### src/rtl/instr_sequencer_pkg.sv
// Shared opcode constants and sequencer state encoding.
// Opcodes 0000..0111 and NOP are shared with the CU decoder.
package instr_sequencer_pkg;

    localparam logic [3:0] OP_ADD    = 4'b0000;
    localparam logic [3:0] OP_SUB    = 4'b0001;
    localparam logic [3:0] OP_MUL    = 4'b0010;
    localparam logic [3:0] OP_MEMW   = 4'b0011;
    localparam logic [3:0] OP_MEMSEL = 4'b0100;
    localparam logic [3:0] OP_SIG    = 4'b0101;
    localparam logic [3:0] OP_RELU   = 4'b0110;
    localparam logic [3:0] OP_SIGD   = 4'b0111;
    localparam logic [3:0] OP_NOP    = 4'b1111;

    localparam logic [3:0] OP_LOOP   = 4'b1000;
    localparam logic [3:0] OP_SETCNT = 4'b1001;

    localparam logic [11:0] HALT_OPERAND = 12'hFFF;

    typedef enum logic [2:0] {
        StIdle,
        StFetch,
        StDecode,
        StIssue,
        StDone
    } state_e;

endpackage

### src/rtl/instr_sequencer.sv
// Fetches instruction words, runs LOOP/SETCNT internally and issues the rest
// to the CU one at a time; the CU sees NOP whenever nothing is issued.
module instr_sequencer
    import instr_sequencer_pkg::*;
#(
    parameter int unsigned INSTR_WIDTH = 16,
    parameter int unsigned OP_WIDTH    = 4,
    parameter int unsigned ADDR_WIDTH  = 8,
    parameter int unsigned CNT_WIDTH   = 8
) (
    input  logic                   clk,
    input  logic                   rst_n,
    input  logic                   start,
    input  logic                   abort,
    input  logic                   stall,
    output logic                   imem_en,
    output logic [ADDR_WIDTH-1:0]  imem_addr,
    input  logic [INSTR_WIDTH-1:0] imem_rdata,
    output logic [OP_WIDTH-1:0]    opcode,
    output logic [11:0]            operand,
    output logic                   instr_valid,
    output logic [ADDR_WIDTH-1:0]  pc,
    output logic                   busy,
    output logic                   done,
    output logic                   err
);

    localparam logic [OP_WIDTH-1:0]   Nop    = OP_WIDTH'(OP_NOP);
    localparam logic [ADDR_WIDTH-1:0] PcLast = '1;

    state_e               state;
    logic [CNT_WIDTH-1:0] loop_cnt;

    logic [OP_WIDTH-1:0] dec_op;
    logic [11:0]         dec_opnd;
    logic                dec_halt;
    logic                dec_issue;
    logic                dec_illegal;
    logic                pc_last;

    always_comb begin
        dec_op      = imem_rdata[INSTR_WIDTH-1 -: OP_WIDTH];
        dec_opnd    = imem_rdata[11:0];
        dec_halt    = (dec_op == Nop) && (dec_opnd == HALT_OPERAND);
        dec_issue   = !dec_op[OP_WIDTH-1] || ((dec_op == Nop) && !dec_halt);
        dec_illegal = dec_op[OP_WIDTH-1] && (dec_op != Nop) &&
                      (dec_op != OP_WIDTH'(OP_LOOP)) && (dec_op != OP_WIDTH'(OP_SETCNT));
        pc_last     = (pc == PcLast);
    end

    assign imem_en   = (state == StFetch);
    assign imem_addr = pc;
    assign busy      = (state != StIdle);

    always_ff @(posedge clk or negedge rst_n) begin
        if (!rst_n) begin
            state       <= StIdle;
            pc          <= '0;
            loop_cnt    <= '0;
            opcode      <= Nop;
            operand     <= '0;
            instr_valid <= 1'b0;
            done        <= 1'b0;
            err         <= 1'b0;
        end else if (abort) begin
            // pc and loop_cnt are kept until the next start
            state       <= StIdle;
            opcode      <= Nop;
            instr_valid <= 1'b0;
            done        <= 1'b0;
        end else begin
            done <= 1'b0;
            unique case (state)
                StIdle: begin
                    if (start) begin
                        pc       <= '0;
                        loop_cnt <= '0;
                        err      <= 1'b0;
                        state    <= StFetch;
                    end
                end
                StFetch: state <= StDecode;
                StDecode: begin
                    if (dec_issue) begin
                        opcode      <= dec_op;
                        operand     <= dec_opnd;
                        instr_valid <= 1'b1;
                        state       <= StIssue;
                    end else if (dec_halt) begin
                        done  <= 1'b1;
                        state <= StDone;
                    end else if ((dec_op == OP_WIDTH'(OP_LOOP)) && (loop_cnt != '0)) begin
                        loop_cnt <= loop_cnt - CNT_WIDTH'(1);
                        pc       <= dec_opnd[ADDR_WIDTH-1:0];
                        state    <= StFetch;
                    end else begin
                        if (dec_op == OP_WIDTH'(OP_SETCNT)) begin
                            loop_cnt <= dec_opnd[CNT_WIDTH-1:0];
                        end
                        if (dec_illegal) begin
                            err <= 1'b1;
                        end
                        if (pc_last) begin
                            done  <= 1'b1;
                            state <= StDone;
                        end else begin
                            pc    <= pc + ADDR_WIDTH'(1);
                            state <= StFetch;
                        end
                    end
                end
                StIssue: begin
                    if (!stall) begin
                        opcode      <= Nop;
                        instr_valid <= 1'b0;
                        if (pc_last) begin
                            done  <= 1'b1;
                            state <= StDone;
                        end else begin
                            pc    <= pc + ADDR_WIDTH'(1);
                            state <= StFetch;
                        end
                    end
                end
                StDone: state <= StIdle;
                default: state <= StIdle;
            endcase
        end
    end

endmodule

### config.mk
export PLATFORM = sky130hd
export DESIGN_NAME = instr_sequencer
export DESIGN_NICKNAME = d
export VERILOG_FILES = /design/src/rtl/instr_sequencer_pkg.sv /design/src/rtl/instr_sequencer.sv
export SDC_FILE = /design/constraint.sdc
export NUM_CORES = 1
export LEC_CHECK = 0
export ABC_AREA = 1
export CAP_MARGIN = 0
export CELL_PAD_IN_SITES_DETAIL_PLACEMENT = 1
export CELL_PAD_IN_SITES_GLOBAL_PLACEMENT = 2
export CORE_MARGIN = 4
export CORE_UTILIZATION = 30
export CTS_BUF_LIST = sky130_fd_sc_hd__clkbuf_8
export DETAILED_ROUTE_END_ITERATION = 7
export PLACE_DENSITY_LB_ADDON = 0.1
export SLEW_MARGIN = 20
export SYNTH_ARGS = -nofsm -noshare
export SYNTH_HDL_FRONTEND = slang
export SYNTH_SLANG_ARGS = --single-unit
export TNS_END_PERCENT = 50
### constraint.sdc
create_clock -name clk -period 3.7 [get_ports clk]
set_input_delay 0.74 -clock clk [delete_from_list [all_inputs] [get_ports clk]]
set_output_delay 0.74 -clock clk [all_outputs]
set_load 0.01 [all_outputs]
==> out/metrics.yaml <==
final_layout:
  antenna_cells: 0
  drive_above_1_share_pct: 10.1
  fin_area_sq_um: 3040
  nNetsFinal: 398
  syn_to_final_growth_pct: 29.8
sta:
  worst_pin_slew_ps: 899
  slew_headroom_pct: 40.0
  rsz0062_at_grt: "no"
  final-hold-violation-count: 0
  setup_violations: 0
  finalCriticalPeriod_ps: 2480
  fmaxAchievable_mhz: 404
  fin_tns_setup_ps: 0
  setup_ws_ps: 1220
  finalCritPeriodShare_pct: 67.0
  whs_ps: 470
  fin_worst_skew_ps: 5.35
  maxSlewViolCount: 0
route:
  drc_errors: 0
  via_per_inst: 4.68
  met1Wirelength_microns: 3140
  drtIter0Drc: 40
  wl_met3_microns: 289
  routed_wl_microns: 6830
  drt_first_pass_iters: 4
  antenna_left: 0
  wl_met2_microns: 3330
  vias: 2221
  wl_per_cell_microns: 14.4
  top_layer: "met4"
cts:
  hold_buffers: 0
  cts.root.buffer_cell: "clkbuf_8"
  clockBufferDepth: 2
  ctsResizeCount: 0
  numCtsBuffers: 5
  clk_pin_slew_worst_paths_ps: 80
  clkLatencyLatePin_ps: 300
  cts_tree: "built"
  h-tree-depth: 2
  cts_sinks: 38
  post_cts.repair.setup_buffers: 0
power_and_ir_drop:
  ir_worst_vdd_uv: 180
  power_uw: 1970
  leakagePower_uw: 0.00148
  power_density_nw_per_um2: 648
placed_design:
  gp_congestion: 0.731
  io_buffers: 57
  pre_cts_slack_ps: 918
  place_area_sq_um: 2930
  dpl.hpwl_microns: 5340
yosys:
  netlist_instances: 325
  ys_top_cells_by_count: "nand2_1 (110), inv_1 (38), dfrtp_1 (34)"
  ys.flop_type: "dfrtp_1"
  yosys.area.top_type: "dfrtp_1"
  yosysMostFrequentCell: "nand2_1"
  yosys.area.top_type_share_pct: 36.3
  async_reset_ff_share_pct: 100
  syn-num-nets: 348
  yosysWarnings: 0
  synth-edff-count: 0
  netlist_area_sq_um: 2340
  synth_cell_type_count: 32
  synth_area_per_cell_sq_um: 7.21
  ys_seq_elements: 38
  yosysSeqAreaShare_pct: 40.8
  synthTopCellsByArea: "dfrtp_1 (36%), nand2_1 (18%), inv_1 (6.1%)"
die:
  rows: 31
  die_area_sq_um: 9290
  io_pins: 58
  die_w_microns: 96.4
  core-area_sq_um: 7410
  start_util_pct: 31.7
  die-height_microns: 96.4
hold_path:
  hold_class: "reg2reg"
run_status:
  status: "finished, final reports clean"
job:
  drv_cap: 0
worst_setup_path:
  worst_setup_path_start_kind: "flip-flop"
  end_kind: "output port"
  required_ps: 2960
  crit_fanout: 4
  crit_arrival_ps: 1740
  critPathKind: "reg2out"
global_routing:
  grt_pass1_wl_microns: 11300
  overflow: 0
  grt_usage_pct: 15.9
  grt_pass1_vias: 2302
  antenna_found_initial: 0
  grt_max_degree: 39
per-stage QoR:
step                std cells  utilization (%)
finish                    475             41.1
global route              475             41.1
CTS                       475             41.1
detailed placement        467             39.5
global placement          467             39.5
floorplan                 325                -
kinds of logic after synthesis:
| group | after synthesis | share of synthesized area [%] |
|---|---|---|
| AND/OR/NAND/NOR | 177 | 33.0 |
| XOR/XNOR | 7 | 2.61 |
| adder cells (fa/ha/maj) | 2 | 1.07 |
| flip-flops | 38 | 40.8 |
| buffers and inverters | 56 | 11.2 |
| AO/OA/AOI/OAI | 45 | 11.3 |
state kept, by name, indices dropped and copies added, names as in the netlist:
register	flops
err	1
imem_addr	8
instr_valid	1
opcode	4
state	3
operand	12
done	1
loop_cnt	8
path summary, 6_finish.rpt:
| kind | startpoint | end | slack (ps) | cells past startpoint |
|---|---|---|---|---|
| max in group asynchronous | rst_n | instr_valid$_DFFE_PN0P_ | 2580 | 1 |
| worst min register to register | opcode[3]$_DFFE_PN1P_ | opcode[3]$_DFFE_PN1P_ | 470 | 2 |
| min in group asynchronous | rst_n | operand[6]$_DFFE_PN0P_ | 560 | 1 |
| worst max register to register | state[2]$_DFFE_PN0P_ | opcode[1]$_DFFE_PN1P_ | 1530 | 8 |
| worst max-delay path | state[0]$_DFFE_PN0P_ | imem_en | 1220 | 3 |
| worst min-delay path | opcode[3]$_DFFE_PN1P_ | opcode[3]$_DFFE_PN1P_ | 470 | 2 |
routing by layer:
metal / global-route usage, % / vias up
li1: - / 1115
met1: 20.6 / 1056
met2: 27.2 / 42
met3: 3.10 / 8
met4: 3.86 / 0
met5: 0 / -
critical path: stages (launching register included):
cell	delay [ps]
dfrtp_1	430
inv_1	160
nor3_1	250
clkdlybuf4s50_1	590
layout by cell type (no fill, tap or decap), drive strengths merged:
master and count:
a21oi 15, nor2 35, or2 2, nor3 3
o21ai 22, a31oi 1, dfrtp 34, nand2 114
nand3 16, bufinv 1, o211ai 1, ha 2
nand4 7, o22ai 2, clkbuf 5, clkinvlp 2
dfstp 4, xor2 7, a22oi 3, a2bb2oi 1
buf 1, clkdlybuf4s50 56, inv 42
area by class of cell:
cell class | count | area (sq um)
clock inverters | 3 | 45.0
inverters | 42 | 158
multi-input cells | 231 | 1130
flip-flops and latches | 38 | 956
fillers | 952 | 4370
repair buffers | 57 | 566
well taps | 99 | 124
clock buffers | 5 | 68.8
where the power goes:
part	internal (uW)	switching, uW	total, uW
Sequential	544	124	668
Combinational	458	478	936
Clock	201	168	369
Total	1200	769	1970
Power figures use the tool's default switching activity.
